--- config.mk ---
export PLATFORM = sky130hd
export DESIGN_NAME = pe_kl_issuer_flat
export DESIGN_NICKNAME = d
export VERILOG_FILES = /design/src/rtl/pe_kl_issuer_if.sv /design/src/rtl/pe_kl_issuer.sv /design/src/flat_wrapper.sv
export SDC_FILE = /design/constraint.sdc
export NUM_CORES = 1
export LEC_CHECK = 0
export ABC_AREA = 1
export BUFFER_PORTS_ARGS = -buffer_cell sky130_fd_sc_hd__buf_2
export CELL_PAD_IN_SITES_DETAIL_PLACEMENT = 1
export CELL_PAD_IN_SITES_GLOBAL_PLACEMENT = 1
export CORE_MARGIN = 1.5
export CORE_UTILIZATION = 24
export CTS_CLUSTER_SIZE = 16
export DETAILED_ROUTE_END_ITERATION = 10
export GPL_TIMING_DRIVEN = 1
export PLACE_DENSITY = 0.58
export SYNTH_ARGS = -nofsm -noshare
export SYNTH_HDL_FRONTEND = slang
export SYNTH_SLANG_ARGS = --single-unit
export TNS_END_PERCENT = 1
--- constraint.sdc ---
create_clock -name clk -period 2.69 [get_ports clk]
set_clock_uncertainty 0.05 [all_clocks]
set_input_delay 0.4035 -clock clk [delete_from_list [all_inputs] [get_ports clk]]
set_output_delay 0.4035 -clock clk [all_outputs]
set_load 0.03 [all_outputs]
--- src/rtl/pe_kl_issuer_if.sv ---
// Lock-key bus bundle between the PE array controller and the issuer.
// master = issuer side, slave = host / PE-array side.
interface pe_kl_issuer_if #(
    parameter int ROWS  = 3,
    parameter int COLS  = 3,
    parameter int ROW_W = 2,
    parameter int COL_W = 2
);
    localparam int N         = ROWS * COLS;
    localparam int BUS_WIDTH = ROW_W + COL_W;
    localparam int IDX_W     = (N > 1) ? $clog2(N) : 1;

    logic                 init_start;
    logic                 init_done;
    logic                 busy;
    logic [N-1:0]         set_vec;
    logic                 kl_type;
    logic [BUS_WIDTH-1:0] kl_data;
    logic                 key_valid;
    logic                 key_ready;
    logic [ROW_W-1:0]     key_row;
    logic [COL_W-1:0]     key_col;
    logic [N-1:0]         kl_valid_vec;
    logic                 res_valid;
    logic                 res_hit;
    logic                 res_multi;
    logic [IDX_W-1:0]     res_idx;

    modport master (
        input  init_start, key_valid, key_row, key_col, kl_valid_vec,
        output init_done, busy, set_vec, kl_type, kl_data, key_ready,
               res_valid, res_hit, res_multi, res_idx
    );

    modport slave (
        output init_start, key_valid, key_row, key_col, kl_valid_vec,
        input  init_done, busy, set_vec, kl_type, kl_data, key_ready,
               res_valid, res_hit, res_multi, res_idx
    );
endinterface

--- src/rtl/pe_kl_issuer.sv ---
// Purpose: sweeps {row,col} lock tags into the PE array, then broadcasts keys and grades KL_VALID.
// Latency: result pulse two edges after the key handshake edge; key held KEY_HOLD more cycles.
// Backpressure: key_ready high only in READY; one key in flight, next accepted 3+KEY_HOLD edges later.
module pe_kl_issuer #(
    parameter int                        ROWS     = 3,
    parameter int                        COLS     = 3,
    parameter int                        ROW_W    = 2,
    parameter int                        COL_W    = 2,
    parameter logic [ROW_W+COL_W-1:0]    IDLE_KEY = '1,
    parameter int                        KEY_HOLD = 2
) (
    input  logic           clk,
    input  logic           rst,
    pe_kl_issuer_if.master io
);
    localparam int N         = ROWS * COLS;
    localparam int BUS_WIDTH = ROW_W + COL_W;
    localparam int IDX_W     = (N > 1) ? $clog2(N) : 1;
    localparam int HOLD_W    = $clog2(KEY_HOLD + 2);
    localparam logic [N-1:0] VEC_ONE = N'(1);

    typedef enum logic [2:0] {
        S_IDLE, S_LOCK, S_READY, S_KEY_DRV, S_KEY_CHK, S_HOLD
    } state_t;

    state_t               state_q, state_d;
    logic [IDX_W-1:0]     idx_q, idx_d;
    logic [HOLD_W-1:0]    hold_q, hold_d;
    logic [BUS_WIDTH-1:0] key_q, key_d;
    logic [N-1:0]         set_vec_q, set_vec_d;
    logic                 kl_type_q, kl_type_d;
    logic [BUS_WIDTH-1:0] kl_data_q, kl_data_d;
    logic                 init_done_q, init_done_d;
    logic                 busy_q, busy_d;
    logic                 key_ready_q, key_ready_d;
    logic                 res_valid_q, res_valid_d;
    logic                 res_hit_q, res_hit_d;
    logic                 res_multi_q, res_multi_d;
    logic [IDX_W-1:0]     res_idx_q, res_idx_d;

    logic                 start_lock;
    logic                 go_ready;
    int                   match_cnt;
    int                   key_r;
    int                   key_c;
    logic [IDX_W-1:0]     low_idx;
    logic                 addr_bit;

    function automatic logic [BUS_WIDTH-1:0] tag_of(input logic [IDX_W-1:0] idx);
        int i;
        i = int'(idx);
        return {ROW_W'(i / COLS), COL_W'(i % COLS)};
    endfunction

    // Grade the returned KL_VALID vector against the key currently on the bus.
    always_comb begin
        match_cnt = 0;
        low_idx   = '0;
        addr_bit  = 1'b0;
        key_r     = int'(key_q[BUS_WIDTH-1 -: ROW_W]);
        key_c     = int'(key_q[COL_W-1:0]);
        for (int i = N - 1; i >= 0; i--) begin
            if (io.kl_valid_vec[i]) begin
                match_cnt = match_cnt + 1;
                low_idx   = IDX_W'(i);
            end
            if (key_r < ROWS && key_c < COLS && i == key_r * COLS + key_c) begin
                addr_bit = io.kl_valid_vec[i];
            end
        end
    end

    always_comb begin
        state_d     = state_q;
        idx_d       = idx_q;
        hold_d      = hold_q;
        key_d       = key_q;
        set_vec_d   = '0;
        kl_type_d   = kl_type_q;
        kl_data_d   = kl_data_q;
        init_done_d = 1'b0;
        res_valid_d = 1'b0;
        res_hit_d   = res_hit_q;
        res_multi_d = res_multi_q;
        res_idx_d   = res_idx_q;
        start_lock  = 1'b0;
        go_ready    = 1'b0;

        case (state_q)
            S_IDLE: begin
                if (io.init_start) start_lock = 1'b1;
            end
            S_LOCK: begin
                if (idx_q == IDX_W'(N - 1)) begin
                    go_ready    = 1'b1;
                    init_done_d = 1'b1;
                end else begin
                    idx_d     = idx_q + IDX_W'(1);
                    set_vec_d = VEC_ONE << idx_d;
                    kl_data_d = tag_of(idx_d);
                end
            end
            S_READY: begin
                // A restart request wins over a key offered in the same cycle.
                if (io.init_start) begin
                    start_lock = 1'b1;
                end else if (io.key_valid) begin
                    key_d     = {io.key_row, io.key_col};
                    kl_type_d = 1'b1;
                    kl_data_d = {io.key_row, io.key_col};
                    state_d   = S_KEY_DRV;
                end
            end
            S_KEY_DRV: begin
                state_d = S_KEY_CHK;
            end
            S_KEY_CHK: begin
                res_valid_d = 1'b1;
                res_multi_d = (match_cnt > 1);
                res_hit_d   = (match_cnt == 1) && addr_bit;
                res_idx_d   = low_idx;
                if (KEY_HOLD == 0) begin
                    go_ready = 1'b1;
                end else begin
                    state_d = S_HOLD;
                    hold_d  = '0;
                end
            end
            S_HOLD: begin
                if (hold_q == HOLD_W'(KEY_HOLD - 1)) go_ready = 1'b1;
                else                                 hold_d   = hold_q + HOLD_W'(1);
            end
            default: state_d = S_IDLE;
        endcase

        if (start_lock) begin
            state_d   = S_LOCK;
            idx_d     = '0;
            set_vec_d = VEC_ONE;
            kl_type_d = 1'b0;
            kl_data_d = tag_of('0);
        end
        if (go_ready) begin
            state_d   = S_READY;
            kl_type_d = 1'b1;
            kl_data_d = IDLE_KEY;
        end

        key_ready_d = (state_d == S_READY);
        busy_d      = (state_d inside {S_LOCK, S_KEY_DRV, S_KEY_CHK, S_HOLD});
    end

    always_ff @(posedge clk or negedge rst) begin
        if (!rst) begin
            state_q     <= S_IDLE;
            idx_q       <= '0;
            hold_q      <= '0;
            key_q       <= '0;
            set_vec_q   <= '0;
            kl_type_q   <= 1'b1;
            kl_data_q   <= IDLE_KEY;
            init_done_q <= 1'b0;
            busy_q      <= 1'b0;
            key_ready_q <= 1'b0;
            res_valid_q <= 1'b0;
            res_hit_q   <= 1'b0;
            res_multi_q <= 1'b0;
            res_idx_q   <= '0;
        end else begin
            state_q     <= state_d;
            idx_q       <= idx_d;
            hold_q      <= hold_d;
            key_q       <= key_d;
            set_vec_q   <= set_vec_d;
            kl_type_q   <= kl_type_d;
            kl_data_q   <= kl_data_d;
            init_done_q <= init_done_d;
            busy_q      <= busy_d;
            key_ready_q <= key_ready_d;
            res_valid_q <= res_valid_d;
            res_hit_q   <= res_hit_d;
            res_multi_q <= res_multi_d;
            res_idx_q   <= res_idx_d;
        end
    end

    assign io.set_vec   = set_vec_q;
    assign io.kl_type   = kl_type_q;
    assign io.kl_data   = kl_data_q;
    assign io.init_done = init_done_q;
    assign io.busy      = busy_q;
    assign io.key_ready = key_ready_q;
    assign io.res_valid = res_valid_q;
    assign io.res_hit   = res_hit_q;
    assign io.res_multi = res_multi_q;
    assign io.res_idx   = res_idx_q;
endmodule

--- src/flat_wrapper.sv ---
// flat-port wrapper written by rule: the top's interface ports become plain ports
module pe_kl_issuer_flat 
#(
    parameter int                        ROWS     = 3,
    parameter int                        COLS     = 3,
    parameter int                        ROW_W    = 2,
    parameter int                        COL_W    = 2,
    parameter logic [ROW_W+COL_W-1:0]    IDLE_KEY = '1,
    parameter int                        KEY_HOLD = 2
)
  (clk, rst, io_init_start, io_key_valid, io_key_row, io_key_col, io_kl_valid_vec, io_init_done, io_busy, io_set_vec, io_kl_type, io_kl_data, io_key_ready, io_res_valid, io_res_hit, io_res_multi, io_res_idx);
  pe_kl_issuer_if #(.ROWS(ROWS), .COLS(COLS), .ROW_W(ROW_W), .COL_W(COL_W)) io_i ();
  input  logic clk;
  input  logic rst;
  input wire logic [$bits(io_i.init_start)-1:0] io_init_start;
  input wire logic [$bits(io_i.key_valid)-1:0] io_key_valid;
  input wire logic [$bits(io_i.key_row)-1:0] io_key_row;
  input wire logic [$bits(io_i.key_col)-1:0] io_key_col;
  input wire logic [$bits(io_i.kl_valid_vec)-1:0] io_kl_valid_vec;
  output wire logic [$bits(io_i.init_done)-1:0] io_init_done;
  output wire logic [$bits(io_i.busy)-1:0] io_busy;
  output wire logic [$bits(io_i.set_vec)-1:0] io_set_vec;
  output wire logic [$bits(io_i.kl_type)-1:0] io_kl_type;
  output wire logic [$bits(io_i.kl_data)-1:0] io_kl_data;
  output wire logic [$bits(io_i.key_ready)-1:0] io_key_ready;
  output wire logic [$bits(io_i.res_valid)-1:0] io_res_valid;
  output wire logic [$bits(io_i.res_hit)-1:0] io_res_hit;
  output wire logic [$bits(io_i.res_multi)-1:0] io_res_multi;
  output wire logic [$bits(io_i.res_idx)-1:0] io_res_idx;
  assign io_i.init_start = io_init_start;
  assign io_i.key_valid = io_key_valid;
  assign io_i.key_row = io_key_row;
  assign io_i.key_col = io_key_col;
  assign io_i.kl_valid_vec = io_kl_valid_vec;
  assign io_init_done = io_i.init_done;
  assign io_busy = io_i.busy;
  assign io_set_vec = io_i.set_vec;
  assign io_kl_type = io_i.kl_type;
  assign io_kl_data = io_i.kl_data;
  assign io_key_ready = io_i.key_ready;
  assign io_res_valid = io_i.res_valid;
  assign io_res_hit = io_i.res_hit;
  assign io_res_multi = io_i.res_multi;
  assign io_res_idx = io_i.res_idx;
  pe_kl_issuer #(.ROWS(ROWS), .COLS(COLS), .ROW_W(ROW_W), .COL_W(COL_W), .IDLE_KEY(IDLE_KEY), .KEY_HOLD(KEY_HOLD)) u_core (.clk(clk), .rst(rst), .io(io_i));
endmodule
# After elaboration in Yosys (flattened, before gate mapping)

Cells that the tools add are included.

Register bits: 37
Bits of input ports: 17

Muxes and demuxes: 58
Reduce and logical (&&, ||, !) cells: 26
Add/sub/neg operators: 11
Shift operators: 1
Divide/modulo/power cells: 2
Eq/ne operators: 27
$lt $le $gt $ge: 3
Multipliers: 1
Bitwise gates (word level): 1

Operators by type and width:

| kind                  | number |
|---|---|
| $mux 32               | 8 |
| $add 32x2->32 const B | 7 |
| $eq 4x32->1 const A   | 4 |
| $mux 4                | 17 |
| $eq 3x32->1 const A   | 2 |
| $add 32x3->32         | 1 |
| $div 5x3->32 const B  | 1 |
| $eq 2x32->1 const A   | 1 |
| $eq 32x2->1 const B   | 1 |
| $eq 5x32->1 const A   | 1 |
| $gt 32x2->1 const B   | 1 |
| $logic_not 32->1      | 1 |
| $mod 5x3->32 const B  | 1 |
| $mux 9                | 3 |
| $mux 1                | 21 |
| $eq 3x2->1 const B    | 4 |
| $eq 3x3->1 const B    | 4 |
| $mux 3                | 4 |
| $ne 4x2->1 const B    | 3 |
| $pmux 3 s4            | 1 |
| $logic_and 1x1->1     | 11 |
| $shl 1x4->9 const A   | 1 |
| $pmux 4 s2            | 1 |
| $reduce_bool 4->1     | 2 |
| 23 further kinds      | 29 |

# Longest topological paths before layout

Word-level depth: 19
Depth in mapped cells: 31

# Least setup slack after synthesis

Ideal clock, no wire load.

Path type: input-to-reg
From: input port io_kl_valid_vec[7]
To: register u_core.res_multi_q (netlist: u_core.io.res_multi)
Arrival time: 3.771 ns
Required time: 2.523 ns
Stages: 29
Buffers on the path: 0
Setup time: 0.117 ns
Slack: -1.248 ns
Cell sequence: inv_1 ha_1 nand2_4 inv_1 nor2_2 nand2_1 nand3_1 nand2_1 inv_1 ha_1 nand2_1 nand2_2 ha_1 nand2_1 nand2_2 ha_1 nand2_1 nand2_2 ha_1 nand2_1 nand2_1 ha_1 nand2_1 a21boi_1 o21ai_1 nor2_2 nand2_1 nand2_1 nand2_1

Cells in the longest elaborated chain, start to end: 16

RTL lines:

| what                   | line                | text |
|---|---|---|
| start: declaration     | flat_wrapper.sv:19  | `input wire logic [$bits(io_i.kl_valid_vec)-1:0] io_kl_valid_vec;` |
| $mux 32 *              | pe_kl_issuer.sv:63  | `if (io.kl_valid_vec[i]) begin` |
| $add 32x2->32          | pe_kl_issuer.sv:64  | `match_cnt = match_cnt + 1;` |
| $mux 32 *              | pe_kl_issuer.sv:63  |  |
| $add 32x2->32          | pe_kl_issuer.sv:64  |  |
| $mux 32 *              | pe_kl_issuer.sv:63  |  |
| $add 32x2->32          | pe_kl_issuer.sv:64  |  |
| $mux 32 *              | pe_kl_issuer.sv:63  |  |
| $add 32x2->32          | pe_kl_issuer.sv:64  |  |
| $mux 32 *              | pe_kl_issuer.sv:63  |  |
| $add 32x2->32          | pe_kl_issuer.sv:64  |  |
| $mux 32 *              | pe_kl_issuer.sv:63  |  |
| $add 32x2->32          | pe_kl_issuer.sv:64  |  |
| $mux 32 *              | pe_kl_issuer.sv:63  |  |
| $add 32x2->32          | pe_kl_issuer.sv:64  |  |
| $mux 32 *              | pe_kl_issuer.sv:63  |  |
| $gt 32x2->1 *          | pe_kl_issuer.sv:119 | `res_multi_d = (match_cnt > 1);` |
| end signal: assignment | pe_kl_issuer.sv:182 | `res_multi_q <= res_multi_d;` |
| end: declaration       | pe_kl_issuer.sv:38  | `logic res_multi_q, res_multi_d;` |

Mark *: on every way between the ends. The rest lies on a longest branch, timed or not.
A chain may end at the register's enable or synchronous reset.

# Final worst setup path

Ends and elaborated chain as after synthesis.

==> results_dict.tcl <==
set metrics [dict create \
    finalCriticalPeriod_ps 3443 \
    hold_path.class "in2async" \
    cts_made_buffers 5 \
    routed_wl_mm 8.987 \
    drv_cap 0 \
    critical_path_class "in2reg" \
    tightest_slew_ps 830.2 \
    ys_ff_latch 37 \
    fin_util 0.3568 \
    grt_pass1_vias 3177 \
    antenna_found_initial 0 \
    synthXorXnorAreaFrac 0.006048 \
    rsz0062_at_grt "true" \
    drive_above_1_share 0.4023 \
    drt_iter0_markers 86 \
    synth_mux_area_frac 0 \
    die_w_um 112.9 \
    drv_slew 0 \
    start_util 0.2494 \
    synth_top_family_by_area "simple AND/OR/NAND/NOR gates" \
    stdcell_count 655 \
    avgSynthCellArea_sq_um 7.314 \
    rows 39 \
    clk_pin_slew_worst_paths_ps 60 \
    cp.required_ps 2810 \
    dieArea_sq_um 12740 \
    cp_common_cell "nand2_4" \
    synth_nets 440 \
    tns_ps -1481 \
    yosysWarnings 0 \
    die_h_um 112.9 \
    cts_hold_buf 0 \
    overflow 0 \
    p_total_uw 4400 \
    synth_compound_gate_area_share 0.1076 \
    critPathArrivalTime_ps 3560 \
    clock_path_buffers 2 \
    synth-simple-area-share 0.3447 \
    syn_inst 396 \
    drc 0 \
    violations "setup timing" \
    cp-end-kind "flop" \
    hpwl_mm 6.999 \
    io_buffer_count 40 \
    grt_max_degree 38 \
    setup_viol 2 \
    ir_drop_v 0.0005306 \
    fin_crit_sh 1.280 \
    grt_pass1_wl_mm 15.20 \
    synth_fa_ha_area_frac 0.1192 \
    slew_headroom 0.4466 \
    synth_top_area_share 0.2765 \
    power_density_nw_per_um2 1062 \
    outcome "complete, but fails checks" \
    track_usage 0.1474 \
    timing.final.ws_setup_ps -753.3 \
    ctsHtreeMaxLevel 2 \
    dr.pass1.iters 4 \
    max_stage_delay_ps 310 \
    synth_area_leaders "dfrtp_1 28%, ha_1 11%, nand2_1 10%, inv_1 8.4%, nand2_2 5.2%" \
    core_sq_um 11610 \
    clkLatencyLatePin_ps 280 \
    routed_via_density 4.502 \
    fmax_mhz 290.4 \
    path_max_fanout 3 \
    fillers 1461 \
    dp.cells 629 \
    slowest_stage "ha_4" \
    finalWeightedCongestion 0.7770 \
    ant_nets 0 \
    cts_tree "yes" \
    yosys.area.top_type "dfrtp_1" \
    antenna_cells 0 \
    areaGrowthSynthToFinish_pct 43.07 \
    vias 2949 \
    boundaryPins 41 \
    wl_per_cell_um 13.72 \
    hold_violations 0 \
    numClockSinks 37 \
    ys_seq_area_frac 0.3218 \
    cp-start-kind "input pin" \
    leakage_uw 0.002199 \
    root_buffer "clkbuf_16" \
    ys_types 35 \
    final_nets 555 \
    synth_area_sq_um 2897 \
]
[report_power, final]
group / switching, uW / internal, uW
Combinational: 1720 / 1170
Sequential: 137 / 810
Clock: 229 / 340
[critical path: cells and delay by family]
family / cells / cell delay, ps
and+or+nand+nor: 17 / 1120
AOI/OAI and AO/OA: 2 / 230
adders and majority gates: 5 / 1150
buffers and inverters: 6 / 630
[state kept, by name (all words and copies together), names as in the netlist]
register,cells
u_core.io.res_hit,1
u_core.io.set_vec,9
u_core.io.res_idx,4
u_core.io.res_multi,1
u_core.io.kl_type,1
u_core.io.busy,1
u_core.key_q,4
u_core.io.res_valid,1
u_core.io.init_done,1
u_core.io.kl_data,4
u_core.state_q,3
u_core.idx_q,4
u_core.hold_q,2
u_core.io.key_ready,1
[Yosys cell counts]
master    instances
fa_1              1
a31o_2            1
ha_1             26
xor2_1            2
nor4_1            5
buf_2             1
buf_6             1
o31ai_1           3
inv_1            65
a21oi_2           1
nand3_2           4
nand3_4           2
a21oi_1          22
a22o_1            1
o21ai_0          19
o211ai_1          1
nand2_2          24
nor3_1            9
nor2_1           38
a21boi_1          1
o21bai_1          1
nor2_4            5
nand2_1          78
clkbuf_1          1
inv_2             5
nand2_4           3
nand3_1          23
dfstp_2           5
o22ai_1           4
o21ai_1           2
inv_6             1
nor2_2            2
dfrtp_1          32
or2_2             2
nand4_1           5
[cells in the final DEF, fill, tap and decap left out, types with 16 or more instances in the layout]
cell,n
nor2_1,35
buf_2,39
o21ai_0,16
nand2_1,68
ha_1,18
a21oi_1,22
buf_4,71
inv_1,61
nand2_2,28
nand3_1,18
dfrtp_1,32
[cell families after synthesis]
| kind of cell | after synthesis |
|---|---|
| AOI/OAI and AO/OA | 56 |
| buffers and inverters | 74 |
| xor gates and xnor gates | 2 |
| adders and majority gates | 27 |
| DFF | 37 |
| and+or+nand+nor | 200 |
[through the flow]
stage | setup WS (ps) | hold WS (ps) | cell area [sq um]
floorplan | -824.5 | 57.91 | 2999
global route | -929.9 | 245.8 | 4144
detailed placement | -1157 | 420.5 | 3756
finish | -753.3 | 162.4 | 4144
CTS | -795.9 | 230.9 | 4076
global placement | -982.9 | 409.3 | 3756
[repair_timing]
action / 4_1_cts / 5_1_grt
setup endpoints to repair: 4 / 5
endpoints found under the hold margin: 0 / 0
gates cloned: 0 / 0
pin swaps: 15 / 9
resized for setup: 14 / 15
setup buffers: 16 / 2
[area by class of cell]
type | instances | area (sq um) | area share
sequential | 37 | 932.1 | 0.2249
multi-input combinational | 285 | 1877 | 0.4529
inverter | 71 | 277.8 | 0.06703
clock inverter | 2 | 10.01 | 0.002415
tap | 143 | 178.9 | 0.04318
timing repair buffer | 111 | 739.5 | 0.1784
clock buffer | 6 | 128.9 | 0.03110
[path summary, 6_finish.rpt]
kind	from	depth (start not counted)	slack [ps]	to
setup reg to reg	u_core.key_q[2]$_DFFE_PN0P_	11	20	u_core.io.res_hit$_DFFE_PN0P_
setup / recovery	io_kl_valid_vec[7]	30	-750	u_core.io.res_multi$_DFFE_PN0P_
hold / removal	rst	1	160	u_core.io.busy$_DFF_PN0_
min in group clk	io_key_col[0]	3	360	u_core.key_q[0]$_DFFE_PN0P_
hold reg to reg	u_core.io.kl_data[0]$_DFFE_PN1P_	2	430	u_core.io.kl_data[0]$_DFFE_PN1P_
max in group asynchronous	rst	1	1890	u_core.idx_q[0]$_DFFE_PN0P_
[layer usage]
layer	global-route usage	vias to the layer above	wire length (um)
li1	-	1497	-
met1	0.1934	1409	4181
met2	0.2614	34	4527
met3	0.01768	9	180
met4	0.03167	0	97
met5	0	-	0
Power figures use the tool's default switching activity.
